==> src/rtl/rs_pkt_arbiter.sv <==
// Round-robin packet arbiter feeding one RS encoder input from NUM_SRC byte streams.
// Grants whole PKT_LEN-byte packets, generates tlast, and counts encoder framing errors.
//
//   state | meaning
//   IDLE  | no packet in flight; arbitrate when sched_en and any source is valid
//   XFER  | zero-latency passthrough from grant_id until byte PKT_LEN handshakes
module rs_pkt_arbiter #(
   parameter int NUM_SRC = 4,
   parameter int PKT_LEN = 229,
   parameter int ERR_W   = 16,
   localparam int ID_W   = (NUM_SRC > 1) ? $clog2(NUM_SRC) : 1
) (
   input  logic                 core_clk,
   input  logic                 rst_n,
   input  logic                 sched_en,
   input  logic [8*NUM_SRC-1:0] s_tdata,
   input  logic [NUM_SRC-1:0]   s_tvalid,
   output logic [NUM_SRC-1:0]   s_tready,
   output logic [7:0]           m_axis_tdata,
   output logic                 m_axis_tvalid,
   input  logic                 m_axis_tready,
   output logic                 m_axis_tlast,
   input  logic                 enc_tlast_missing,
   input  logic                 enc_tlast_unexp,
   output logic                 grant_valid,
   output logic [ID_W-1:0]      grant_id,
   output logic                 pkt_done,
   output logic [ERR_W-1:0]     err_missing_cnt,
   output logic [ERR_W-1:0]     err_unexp_cnt
);

   typedef enum logic {IDLE = 1'b0, XFER = 1'b1} state_t;

   localparam logic [7:0] LAST_CNT = 8'(PKT_LEN);

   state_t            state_q, state_d;
   logic [ID_W-1:0]   grant_id_q, grant_id_d;
   logic [ID_W-1:0]   last_grant_q, last_grant_d;
   logic [7:0]        byte_cnt_q, byte_cnt_d;
   logic              pkt_done_q, pkt_done_d;
   logic [ERR_W-1:0]  err_missing_q, err_missing_d;
   logic [ERR_W-1:0]  err_unexp_q, err_unexp_d;

   logic              found;
   logic [ID_W-1:0]   pick;
   logic [ID_W-1:0]   cand;
   logic              handshake;

   // Scan starts one past the previous winner so every source gets a turn.
   always_comb begin
      found = 1'b0;
      pick  = '0;
      cand  = '0;
      for (int k = 1; k <= NUM_SRC; k++) begin
         cand = ID_W'((int'(last_grant_q) + k) % NUM_SRC);
         if (!found && s_tvalid[cand]) begin
            found = 1'b1;
            pick  = cand;
         end
      end
   end

   always_comb begin
      state_d       = state_q;
      grant_id_d    = grant_id_q;
      last_grant_d  = last_grant_q;
      byte_cnt_d    = byte_cnt_q;
      pkt_done_d    = 1'b0;
      m_axis_tdata  = 8'h00;
      m_axis_tvalid = 1'b0;
      m_axis_tlast  = 1'b0;
      s_tready      = '0;
      handshake     = 1'b0;
      case (state_q)
         IDLE: begin
            if (sched_en && found) begin
               state_d      = XFER;
               grant_id_d   = pick;
               last_grant_d = pick;
            end
         end
         XFER: begin
            m_axis_tdata         = s_tdata[8*grant_id_q +: 8];
            m_axis_tvalid        = s_tvalid[grant_id_q];
            s_tready[grant_id_q] = m_axis_tready;
            m_axis_tlast         = (byte_cnt_q == LAST_CNT) && m_axis_tvalid;
            handshake            = m_axis_tvalid && m_axis_tready;
            if (handshake) begin
               if (byte_cnt_q == LAST_CNT) begin
                  byte_cnt_d = 8'd1;
                  state_d    = IDLE;
                  pkt_done_d = 1'b1;
               end else begin
                  byte_cnt_d = byte_cnt_q + 8'd1;
               end
            end
         end
         default: state_d = IDLE;
      endcase
   end

   always_comb begin
      err_missing_d = err_missing_q;
      err_unexp_d   = err_unexp_q;
      if (enc_tlast_missing && !(&err_missing_q)) err_missing_d = err_missing_q + ERR_W'(1);
      if (enc_tlast_unexp && !(&err_unexp_q))     err_unexp_d   = err_unexp_q + ERR_W'(1);
   end

   always_ff @(posedge core_clk or negedge rst_n) begin
      if (!rst_n) begin
         state_q       <= IDLE;
         grant_id_q    <= '0;
         last_grant_q  <= ID_W'(NUM_SRC - 1);
         byte_cnt_q    <= 8'd1;
         pkt_done_q    <= 1'b0;
         err_missing_q <= '0;
         err_unexp_q   <= '0;
      end else begin
         state_q       <= state_d;
         grant_id_q    <= grant_id_d;
         last_grant_q  <= last_grant_d;
         byte_cnt_q    <= byte_cnt_d;
         pkt_done_q    <= pkt_done_d;
         err_missing_q <= err_missing_d;
         err_unexp_q   <= err_unexp_d;
      end
   end

   assign grant_valid     = (state_q == XFER);
   assign grant_id        = grant_id_q;
   assign pkt_done        = pkt_done_q;
   assign err_missing_cnt = err_missing_q;
   assign err_unexp_cnt   = err_unexp_q;

endmodule

==> config.mk <==
export PLATFORM = sky130hd
export DESIGN_NAME = rs_pkt_arbiter
export DESIGN_NICKNAME = d
export VERILOG_FILES = /design/src/rtl/rs_pkt_arbiter.sv
export SDC_FILE = /design/constraint.sdc
export NUM_CORES = 1
export LEC_CHECK = 0
export CAP_MARGIN = 20
export CORE_MARGIN = 3
export CORE_UTILIZATION = 30
export DETAILED_ROUTE_END_ITERATION = 7
export SETUP_SLACK_MARGIN = 0.4
export SLEW_MARGIN = 20
export SYNTH_ARGS = -nofsm -noshare
export SYNTH_HDL_FRONTEND = slang
export SYNTH_SLANG_ARGS = --single-unit
==> constraint.sdc <==
create_clock -name core_clk -period 2.8 [get_ports core_clk]
set_clock_uncertainty 0.05 [all_clocks]
set_input_delay 0.42 -clock core_clk [delete_from_list [all_inputs] [get_ports core_clk]]
set_output_delay 0.42 -clock core_clk [all_outputs]
set_load 0.005 [all_outputs]
== After elaboration in Yosys (flattened, before gate mapping) ==
Cells that the tools add are included.

* Flip-flop bits (word level): 46
* Input bits: 42
* Output and inout bits: 50
* Word-level logic and storage cells: 74

* Add/subtract/negate cells: 7
* $lt $le $gt $ge: 6
* Equality and inequality tests: 1
* Shifts and indexed selects: 1
* Mux-type cells: 32
* Bitwise gates (word level): 2
* Reduce and logical (&&, ||, !) cells: 18

{| class="wikitable"
|+ Operator list
! operator !! number
|-
| adder 16 x 1 -> 16 bit, second input constant || 2
|-
| AND reduction 16 bit || 2
|-
| variable part select 32 x 6 -> 8 bit || 1
|-
| 2-to-1 mux 1 bit || 18
|-
| 2-to-1 mux 8 bit || 2
|-
| < comparator 2 x 3 -> 1 bit, second input constant || 5
|-
| binary-select mux 1 bit (select 2 bit) || 5
|-
| logical AND 1 bit || 9
|-
| adder 8 x 1 -> 8 bit, second input constant || 1
|-
| == test 8 bit, second input constant || 1
|-
| 2-to-1 mux 2 bit || 4
|-
| logical NOT 1 bit || 5
|-
| adder 2 x 1 -> 2 bit, second input constant || 2
|-
| adder 2 bit, second input constant || 2
|-
| bitwise AND 4 bit || 1
|-
| 2-to-1 mux 4 bit || 1
|-
| AND reduction 2 bit || 2
|-
| demux 1 bit (select 2 bit) || 1
|-
| >= comparator 2 x 1 -> 1 bit, second input constant || 1
|-
| case mux 1 bit (2 select lines) || 1
|-
| inverter 1 bit || 1
|}

== Depth between registers and ports, before layout ==
Gate-level depths: netlist of the first run.

* Depth after elaboration: 16
* Depth in mapped cells: 6
* Depth with buffers taken out: 6

== Worst setup path after synthesis of the first run ==
OpenSTA, ideal clock, no wires.

* Kind: reg2out
* Start point: register byte_cnt_q[0]
* End point: output port m_axis_tlast
* Data arrival time: 1.433 ns
* Required time: 2.330 ns
* Slack: 0.897 ns
* Stages on the path, launching flop included: 5
* Buffers on the path: 0
* Cells stage by stage: dfstp_2 > ha_1 > nor4bb_1 > and4_1 > and2_1

* Longest elaborated chain between the ends: 3

{| class="wikitable"
|+ Ends and longest elaborated chain
! element !! line !! RTL
|-
| start, declared || 39 || <nowiki>logic [7:0] byte_cnt_q, byte_cnt_d;</nowiki>
|-
| start signal, assigned || 122 || <nowiki>byte_cnt_q <= byte_cnt_d;</nowiki>
|-
| == test 8 bit || 86 || <nowiki>m_axis_tlast = (byte_cnt_q == LAST_CNT) && m_axis_tvalid;</nowiki>
|-
| logical AND 1 bit || 86 ||
|-
| 2-to-1 mux 1 bit || 74 || <nowiki>case (state_q)</nowiki>
|-
| end, declared || 22 || <nowiki>output logic m_axis_tlast,</nowiki>
|}

No other way between the ends.

== Final worst setup path of the first run ==
* Start point: input port s_tvalid[0]
* End point: output port m_axis_tvalid

* Longest elaborated chain between the ends: 3

{| class="wikitable"
|+ Ends and longest elaborated chain
! element !! line !! RTL
|-
| start, declared || 17 || <nowiki>input logic [NUM_SRC-1:0] s_tvalid,</nowiki>
|-
| binary-select mux 1 bit (select 2 bit) || 84 || <nowiki>m_axis_tvalid = s_tvalid[grant_id_q];</nowiki>
|-
| 2-to-1 mux 1 bit (not written as such) || 84 ||
|-
| 2-to-1 mux 1 bit || 74 ||
|-
| end, declared || 20 || <nowiki>output logic m_axis_tvalid,</nowiki>
|}

No other way between the ends. The select of a mux whose other input is x is not followed.

==> impl_metrics.xml, run 1 <==
<?xml version="1.0" encoding="UTF-8"?>
<metrics>
  <group name="status">
    <metric name="run_status" unit="">finished, final reports clean</metric>
  </group>
  <group name="cts">
    <metric name="h-tree-depth" unit="">2</metric>
    <metric name="tritoncts.num_buffers" unit="">5</metric>
    <metric name="clk_pin_slew_worst_paths" unit="ns">0.08</metric>
    <metric name="tritoncts" unit="">done</metric>
    <metric name="clock-sinks" unit="">46</metric>
    <metric name="worstSkewPairLatency" unit="ns">0.30</metric>
    <metric name="cts_root_buf" unit="">sky130_fd_sc_hd__clkbuf_8</metric>
    <metric name="cts_hold_repair_buffers" unit="">0</metric>
    <metric name="clk_path_buf_depth" unit="">2</metric>
  </group>
  <group name="setup_path">
    <metric name="rrSetupSlack" unit="ns">0.84</metric>
    <metric name="setup.worst_path.class" unit="">in -&gt; out</metric>
    <metric name="max_stage_delay" unit="ns">0.51</metric>
    <metric name="r2r-end" unit="">err_unexp_cnt[1]</metric>
    <metric name="cpMaxStageDelayCell" unit="">sky130_fd_sc_hd__mux4_2</metric>
    <metric name="regToRegStartpoint" unit="">err_unexp_cnt[0]</metric>
    <metric name="critPathRequiredTime" unit="ns">2.33</metric>
    <metric name="cp_cell_sequence" unit="">clkdlybuf4s50_1, mux4_2, and2_4, buf_4, dlygate4sd2_1</metric>
    <metric name="endpoint_kind" unit="">output pin</metric>
    <metric name="worst_setup_sp_type" unit="">input pin</metric>
    <metric name="r2r_cells" unit="">4</metric>
    <metric name="critPathMaxFanout" unit="">3</metric>
    <metric name="timing.critical_path.max_delay_family" unit="">buffers and inverters</metric>
    <metric name="worstPathBufferInverterCount" unit="">3</metric>
    <metric name="arrival" unit="ns">1.92</metric>
  </group>
  <group name="job">
    <metric name="number_of_max_cap_violations" unit="">0</metric>
  </group>
  <group name="placed_design">
    <metric name="pre_cts_slack" unit="ns">0.132</metric>
    <metric name="hpwl_dp" unit="mm">4.97</metric>
    <metric name="numPortBuffers" unit="">91</metric>
    <metric name="gp_routability_congestion" unit="">0.799</metric>
  </group>
  <group name="floorplan">
    <metric name="placeableCoreArea" unit="mm2">0.00842</metric>
    <metric name="die_width" unit="um">100</metric>
    <metric name="die_height" unit="um">100</metric>
    <metric name="start_util" unit="%">31.6</metric>
    <metric name="placementRows" unit="">33</metric>
    <metric name="die_area" unit="mm2">0.0100</metric>
    <metric name="io-pin-count" unit="">92</metric>
  </group>
  <group name="timing">
    <metric name="finalWorstSetupSlack" unit="ns">0.415</metric>
    <metric name="worst_case_headroom_to_the_max_slew_limit" unit="%">61.4</metric>
    <metric name="timing.setup.tns" unit="ns">0</metric>
    <metric name="timing.final.max_slew_violations" unit="">0</metric>
    <metric name="achievable-frequency" unit="GHz">0.419</metric>
    <metric name="setup_viol" unit="">0</metric>
    <metric name="hold_viol_final" unit="">0</metric>
    <metric name="fin_crit_sh" unit="%">85.2</metric>
    <metric name="period_minus_slack" unit="ns">2.39</metric>
    <metric name="rsz0062_at_grt" unit="">yes</metric>
    <metric name="tightest_slew" unit="ns">0.579</metric>
  </group>
  <group name="detailed_routing">
    <metric name="drt-pass1-iter-count" unit="">4</metric>
    <metric name="route.vias.total" unit="">2417</metric>
    <metric name="vias_per_cell" unit="">5.14</metric>
    <metric name="postRouteWirelength" unit="mm">6.77</metric>
    <metric name="detail_route.drc_violations" unit="">0</metric>
    <metric name="detail_route.iter0.violations" unit="">134</metric>
    <metric name="ant_nets" unit="">0</metric>
    <metric name="routed_wire_length_per_instance" unit="um">14.4</metric>
  </group>
  <group name="cells_and_area">
    <metric name="layout-drive-gt1-share" unit="%">14.2</metric>
    <metric name="layout.nets" unit="">410</metric>
    <metric name="antenna_cells" unit="">0</metric>
    <metric name="seq_area" unit="mm2">0.00116</metric>
    <metric name="fillers" unit="">784</metric>
    <metric name="multi_input_gate_area" unit="mm2">0.00147</metric>
    <metric name="utilization" unit="%">46.8</metric>
    <metric name="flow.area_growth_from_synthesis" unit="%">48.1</metric>
  </group>
  <group name="pwr">
    <metric name="p_total" unit="mW">2.40</metric>
    <metric name="power.static_leakage" unit="nW">1.72</metric>
    <metric name="p_per_area" unit="mW/mm2">609</metric>
    <metric name="power.ir.vdd_worst" unit="mV">0.364</metric>
  </group>
  <group name="global_routing">
    <metric name="antenna_found_initial" unit="">0</metric>
    <metric name="first_global_vias" unit="">2319</metric>
    <metric name="gr_usage_total" unit="%">13.5</metric>
    <metric name="overflow" unit="">0</metric>
    <metric name="grt_first_pass_wirelength" unit="mm">11.1</metric>
    <metric name="pin_count_of_the_biggest_net_entering_global_routing" unit="">47</metric>
  </group>
  <group name="synth">
    <metric name="synth.ff_latch_count" unit="">46</metric>
    <metric name="yosys_warnings" unit="">0</metric>
    <metric name="synthesis.area" unit="mm2">0.00266</metric>
    <metric name="synth-async-reset-ratio" unit="%">100</metric>
    <metric name="ys_types" unit="">44</metric>
    <metric name="synth-main-ff-cell" unit="">sky130_fd_sc_hd__dfrtp_1</metric>
    <metric name="syn-num-nets" unit="">302</metric>
    <metric name="synth-edff-count" unit="">0</metric>
    <metric name="synth-seq-area-share" unit="%">43.4</metric>
    <metric name="synthesis.instances" unit="">256</metric>
    <metric name="syn-mean-instance-area" unit="um2">10.4</metric>
  </group>
  <group name="hold_path">
    <metric name="worstHoldPathType" unit="">in -&gt; async</metric>
  </group>
</metrics>
==> metal layers <==
layer  vias to the layer above  track usage [%]  wire length [um]
met2                        68             22.5              3220
met3                         6             3.61               503
li1                       1168                -                 -
met5                         -                0                 0
met4                         0             4.35                63
met1                      1175             16.9              2980
==> synth_stat cells, types with 2 or more instances <==
master                       n  area share, %
sky130_fd_sc_hd__or4_1       2           0.56
sky130_fd_sc_hd__ha_1        4            1.9
sky130_fd_sc_hd__nor3_1      5           0.94
sky130_fd_sc_hd__and3b_1     2           0.66
sky130_fd_sc_hd__nor4_1      2           0.47
sky130_fd_sc_hd__xor2_1      8            2.6
sky130_fd_sc_hd__a21oi_1    15            2.8
sky130_fd_sc_hd__a22o_1      2           0.66
sky130_fd_sc_hd__inv_1       7           0.99
sky130_fd_sc_hd__a31oi_1     4           0.94
sky130_fd_sc_hd__nand2_1    13            1.8
sky130_fd_sc_hd__clkbuf_1    3           0.42
sky130_fd_sc_hd__nor2_1     20            2.8
sky130_fd_sc_hd__xnor2_1    13            4.3
sky130_fd_sc_hd__o2111ai_1   2           0.66
sky130_fd_sc_hd__and2_1     12            2.8
sky130_fd_sc_hd__a211oi_1    3           0.85
sky130_fd_sc_hd__mux4_2      9            7.6
sky130_fd_sc_hd__and3_1     10            2.3
sky130_fd_sc_hd__buf_2       2           0.38
sky130_fd_sc_hd__o21ai_0     5           0.94
sky130_fd_sc_hd__o211a_1     2           0.75
sky130_fd_sc_hd__mux2_2      7            3.0
sky130_fd_sc_hd__and4_1      5            1.6
sky130_fd_sc_hd__dfstp_2     3            3.0
sky130_fd_sc_hd__o21ai_1     2           0.38
sky130_fd_sc_hd__nand4_1    18            4.2
sky130_fd_sc_hd__nand3_1    12            2.3
sky130_fd_sc_hd__nand2b_1    4           0.94
sky130_fd_sc_hd__dfrtp_1    43             40
sky130_fd_sc_hd__nor3b_1     3           0.85
sky130_fd_sc_hd__nor2b_1     2           0.47
==> layout make-up <==
cell class,count,area share (%)
Inverter,7,0.666
Multi-Input combinational cell,197,37.4
Clock inverter,2,0.254
Tap cell,105,3.33
Clock buffer,6,1.84
Sequential cell,46,29.3
Timing Repair Buffer,107,27.2
==> flip-flops by register name, indices dropped and copies added (netlist names) <==
name	count
err_missing_cnt	16
err_unexp_cnt	16
byte_cnt_q	8
grant_id	2
last_grant_q	2
grant_valid	1
pkt_done	1
==> through the flow <==
| step | hold WS [ns] | instances | area (um2) |
|---|---|---|---|
| 6_report | 0.146 | 470 | 3940 |
| 5_1_grt | 0.190 | 470 | 3940 |
| 4_1_cts | 0.170 | 466 | 3890 |
| 3_5_place_dp | 0.439 | 454 | 3750 |
| 3_3_place_gp | 0.436 | 454 | 3750 |
| 2_1_floorplan | 0.0744 | 256 | 2660 |
==> placed cells by master (no fill, tap or decap), types with 3 or more instances in the layout <==
| cell | n |
|---|---|
| sky130_fd_sc_hd__xnor2_1 | 13 |
| sky130_fd_sc_hd__nand4_1 | 18 |
| sky130_fd_sc_hd__dlygate4sd2_1 | 4 |
| sky130_fd_sc_hd__ha_1 | 4 |
| sky130_fd_sc_hd__a31oi_1 | 4 |
| sky130_fd_sc_hd__inv_1 | 7 |
| sky130_fd_sc_hd__xor2_1 | 8 |
| sky130_fd_sc_hd__clkbuf_8 | 5 |
| sky130_fd_sc_hd__mux4_2 | 9 |
| sky130_fd_sc_hd__nor2_1 | 20 |
| sky130_fd_sc_hd__mux2_2 | 7 |
| sky130_fd_sc_hd__nand2_1 | 13 |
| sky130_fd_sc_hd__o21ai_0 | 5 |
| sky130_fd_sc_hd__a21oi_1 | 15 |
| sky130_fd_sc_hd__a211oi_1 | 3 |
| sky130_fd_sc_hd__dfstp_2 | 3 |
| sky130_fd_sc_hd__and2_1 | 11 |
| sky130_fd_sc_hd__and4_1 | 5 |
| sky130_fd_sc_hd__and3_1 | 10 |
| sky130_fd_sc_hd__clkdlybuf4s50_1 | 79 |
| sky130_fd_sc_hd__dfrtp_1 | 41 |
| sky130_fd_sc_hd__nand3_1 | 12 |
| sky130_fd_sc_hd__buf_4 | 13 |
| sky130_fd_sc_hd__dlymetal6s2s_1 | 6 |
| sky130_fd_sc_hd__nand2b_1 | 4 |
| sky130_fd_sc_hd__nor3_1 | 5 |
| sky130_fd_sc_hd__nor3b_1 | 3 |
==> worst max path at each step <==
stage	startpoint	endpoint	slack (ns)	cells past startpoint
finish	s_tvalid[0]	m_axis_tvalid	0.41	5
global route	grant_id[0]	m_axis_tdata[6]	0.38	6
CTS	s_tvalid[3]	m_axis_tlast	0.34	5
detailed placement	s_tvalid[3]	m_axis_tlast	0.13	5
global placement	s_tvalid[3]	m_axis_tlast	0.16	5
floorplan	byte_cnt_q[0]	m_axis_tlast	0.90	4
==> what timing repair did <==
| action | in CTS | in global routing |
|---|---|---|
| setup buffers | 3 | 4 |
| pin swaps | 0 | 2 |
| gates resized for setup | 9 | 10 |
| cloned | 1 | 0 |
| setup endpoints to repair | 10 | 10 |
==> cells by family after synthesis <==
family          after synthesis  share of synthesized area, %
compound gates               40                          10.2
buf+inv                      13                          1.93
fa+ha+maj                     4                          1.88
flops                        46                          43.4
xor+xnor                     21                          6.91
simple gates                116                          25.1
mux                          16                          10.6
==> report_power, final <==
group          leakage, nW  switching, mW  internal, mW  total [mW]
Combinational         1.10          0.341         0.609       0.950
Clock               0.0450          0.222         0.173       0.396
Sequential           0.570          0.226         0.830        1.06
Total                 1.72          0.789          1.61        2.40
Note: power is estimated with default switching activity, not from simulation.
==> run 2, diff against run 1 <==
Settings changed: CAP_MARGIN 20 to 0, CORE_UTILIZATION 30 to 31.
==> run 2 against run 1 <==
  * Count of clock-buffer cells in the layout increased by 2
  * Final cell count grew 1.1%
  * Sequential power barely moved
  * Via count is 0.41% lower
  * Fmax is 1.7% higher
  * Wire length is 0.46% higher
  * Worst hold slack got worse by 0.097 ns
==> impl_metrics.xml, run 2 (synthesis gave the netlist of run 1 again) <==
<?xml version="1.0" encoding="UTF-8"?>
<metrics>
  <group name="floorplan">
    <metric name="placeableCoreArea" unit="mm2">0.00826</metric>
    <metric name="die_area" unit="mm2">0.00974</metric>
    <metric name="die_height" unit="um">98.7</metric>
    <metric name="start_util" unit="%">32.2</metric>
    <metric name="die_width" unit="um">98.7</metric>
    <metric name="placementRows" unit="">33</metric>
    <metric name="io-pin-count" unit="">92</metric>
  </group>
  <group name="global_routing">
    <metric name="overflow" unit="">0</metric>
    <metric name="grt_first_pass_wirelength" unit="mm">11.3</metric>
    <metric name="antenna_found_initial" unit="">0</metric>
    <metric name="first_global_vias" unit="">2328</metric>
    <metric name="gr_usage_total" unit="%">13.9</metric>
    <metric name="pin_count_of_the_biggest_net_entering_global_routing" unit="">25</metric>
  </group>
  <group name="placed_design">
    <metric name="numPortBuffers" unit="">91</metric>
    <metric name="gp_routability_congestion" unit="">0.814</metric>
    <metric name="placed_cells_incl_taps" unit="">454</metric>
    <metric name="hpwl_dp" unit="mm">5.09</metric>
  </group>
  <group name="timing">
    <metric name="hold_viol_final" unit="">0</metric>
    <metric name="achievable-frequency" unit="GHz">0.426</metric>
    <metric name="fin_crit_sh" unit="%">83.7</metric>
    <metric name="period_minus_slack" unit="ns">2.34</metric>
    <metric name="setup_viol" unit="">0</metric>
    <metric name="worst_case_headroom_to_the_max_slew_limit" unit="%">64.6</metric>
    <metric name="timing.setup.tns" unit="ns">0</metric>
    <metric name="rsz0062_at_grt" unit="">yes</metric>
    <metric name="hold-worst-slack" unit="ns">0.0492</metric>
    <metric name="timing.final.max_slew_violations" unit="">0</metric>
    <metric name="tightest_slew" unit="ns">0.530</metric>
  </group>
  <group name="detailed_routing">
    <metric name="detail_route.iter0.violations" unit="">35</metric>
    <metric name="routed_wire_length_per_instance" unit="um">14.3</metric>
    <metric name="drt-pass1-iter-count" unit="">4</metric>
    <metric name="postRouteWirelength" unit="mm">6.80</metric>
    <metric name="ant_nets" unit="">0</metric>
    <metric name="detail_route.drc_violations" unit="">0</metric>
    <metric name="route.vias.total" unit="">2407</metric>
    <metric name="vias_per_cell" unit="">5.07</metric>
  </group>
  <group name="cells_and_area">
    <metric name="antenna_cells" unit="">0</metric>
    <metric name="flow.area_growth_from_synthesis" unit="%">49.7</metric>
    <metric name="layout.nets" unit="">415</metric>
    <metric name="layout_commonest_cell" unit="">sky130_fd_sc_hd__clkdlybuf4s50_1</metric>
    <metric name="fillers" unit="">807</metric>
    <metric name="stdcell_count" unit="">475</metric>
    <metric name="most-common-layout-cells" unit="">sky130_fd_sc_hd__clkdlybuf4s50_1 (75), sky130_fd_sc_hd__dfrtp_1 (42), sky130_fd_sc_hd__nor2_1 (20)</metric>
    <metric name="layout-drive-gt1-share" unit="%">14.3</metric>
    <metric name="utilization" unit="%">48.3</metric>
  </group>
  <group name="setup_path">
    <metric name="rrSetupSlack" unit="ns">0.83</metric>
    <metric name="cpMaxStageDelayCell" unit="">sky130_fd_sc_hd__clkdlybuf4s50_1</metric>
    <metric name="worst_setup_sp_type" unit="">flop</metric>
    <metric name="critPathRequiredTime" unit="ns">2.33</metric>
    <metric name="r2r-end" unit="">err_unexp_cnt[1]</metric>
    <metric name="regToRegStartpoint" unit="">err_unexp_cnt[0]</metric>
    <metric name="cp_common_cell" unit="">sky130_fd_sc_hd__buf_4</metric>
    <metric name="arrival" unit="ns">1.87</metric>
    <metric name="max_stage_delay" unit="ns">0.53</metric>
    <metric name="r2r_cells" unit="">4</metric>
    <metric name="critPathMaxFanout" unit="">4</metric>
    <metric name="cp_cell_sequence" unit="">clkbuf_16, buf_4, buf_4, nor3_1, clkdlybuf4s50_1</metric>
    <metric name="setup.worst_path.class" unit="">reg -&gt; out</metric>
    <metric name="endpoint_kind" unit="">output pin</metric>
  </group>
  <group name="cts">
    <metric name="tritoncts" unit="">done</metric>
    <metric name="h-tree-depth" unit="">2</metric>
    <metric name="clock-sinks" unit="">46</metric>
    <metric name="tritoncts.num_buffers" unit="">5</metric>
    <metric name="cts_root_buf" unit="">sky130_fd_sc_hd__clkbuf_8</metric>
    <metric name="clk_path_buf_depth" unit="">2</metric>
    <metric name="clk_pin_slew_worst_paths" unit="ns">0.08</metric>
    <metric name="worstSkewPairLatency" unit="ns">0.29</metric>
  </group>
  <group name="pwr">
    <metric name="p_per_area" unit="mW/mm2">604</metric>
    <metric name="power.ir.vdd_worst" unit="mV">0.383</metric>
    <metric name="p_total" unit="mW">2.41</metric>
    <metric name="power.static_leakage" unit="nW">1.80</metric>
  </group>
  <group name="hold_path">
    <metric name="worstHoldPathType" unit="">in -&gt; async</metric>
  </group>
  <group name="job">
    <metric name="number_of_max_cap_violations" unit="">0</metric>
  </group>
  <group name="status">
    <metric name="run_status" unit="">finished, final reports clean</metric>
  </group>
</metrics>
-- run 2: cell types whose count changed in the layout (fill, tap and decap cells not counted), moves of 2 or more --
cell and delta:
sky130_fd_sc_hd__dlymetal6s2s_1 +7, sky130_fd_sc_hd__clkdlybuf4s50_1 -4, sky130_fd_sc_hd__clkinv_2 -2, sky130_fd_sc_hd__dlygate4sd2_1 -2, sky130_fd_sc_hd__clkbuf_1 +2, sky130_fd_sc_hd__buf_4 +6
-- run 2: repair_timing --
action                                  4_1_cts  5_1_grt
buffers inserted                              4        8
hold buffers                                  0        0
gates resized for setup                       6       15
pin swaps                                     1        2
endpoints found under the setup margin       10       10
gates cloned                                  0        1
-- run 2: metrics by stage --
stage	setup slack [ns]	instance area, um2
after floorplan	0.897	2660
after global placement	0.151	3730
after detailed placement	0.145	3730
after CTS	0.307	3860
after global routing	0.401	3990
final	0.455	3990
-- run 2: layout make-up --
cell class,count,area (um2),area share (%)
multi-input cells,197,1470,37.0
flip-flops and latches,46,1160,29.0
repair buffers,112,1120,28.1
well taps,105,131,3.30
clock buffers,8,80.1,2.01
inverters,7,26.3,0.659
-- run 2: worst max-delay path by stage --
stage                  startpoint         endpoint  slack, ns  cells past startpoint
floorplan           byte_cnt_q[0]     m_axis_tlast       0.90                      4
global placement      s_tvalid[3]     m_axis_tlast       0.15                      5
detailed placement    s_tvalid[0]     m_axis_tlast       0.15                      5
CTS                   grant_id[0]  m_axis_tdata[1]       0.31                      4
global route          grant_id[0]  m_axis_tdata[3]       0.40                      6
finish                grant_id[0]      s_tready[2]       0.46                      5
-- run 2: power by group --
part	internal (mW)	switching (mW)
Clock	0.178	0.214
Sequential	0.830	0.226
Combinational	0.615	0.347
-- run 2: metal layers --
| layer | part of all wire [%] | track usage [%] |
|---|---|---|
| met5 | 0 | 0 |
| met4 | 0.28 | 2.52 |
| met3 | 7.0 | 3.96 |
| met2 | 47 | 22.8 |
| met1 | 46 | 18.5 |
-- run 2: worst max-delay path: cells and delay by family, from the launching register on --
| kind | cells | cell delay [ns] |
|---|---|---|
| buf+inv | 4 | 0.95 |
| flops | 1 | 0.45 |
| simple gates | 1 | 0.18 |
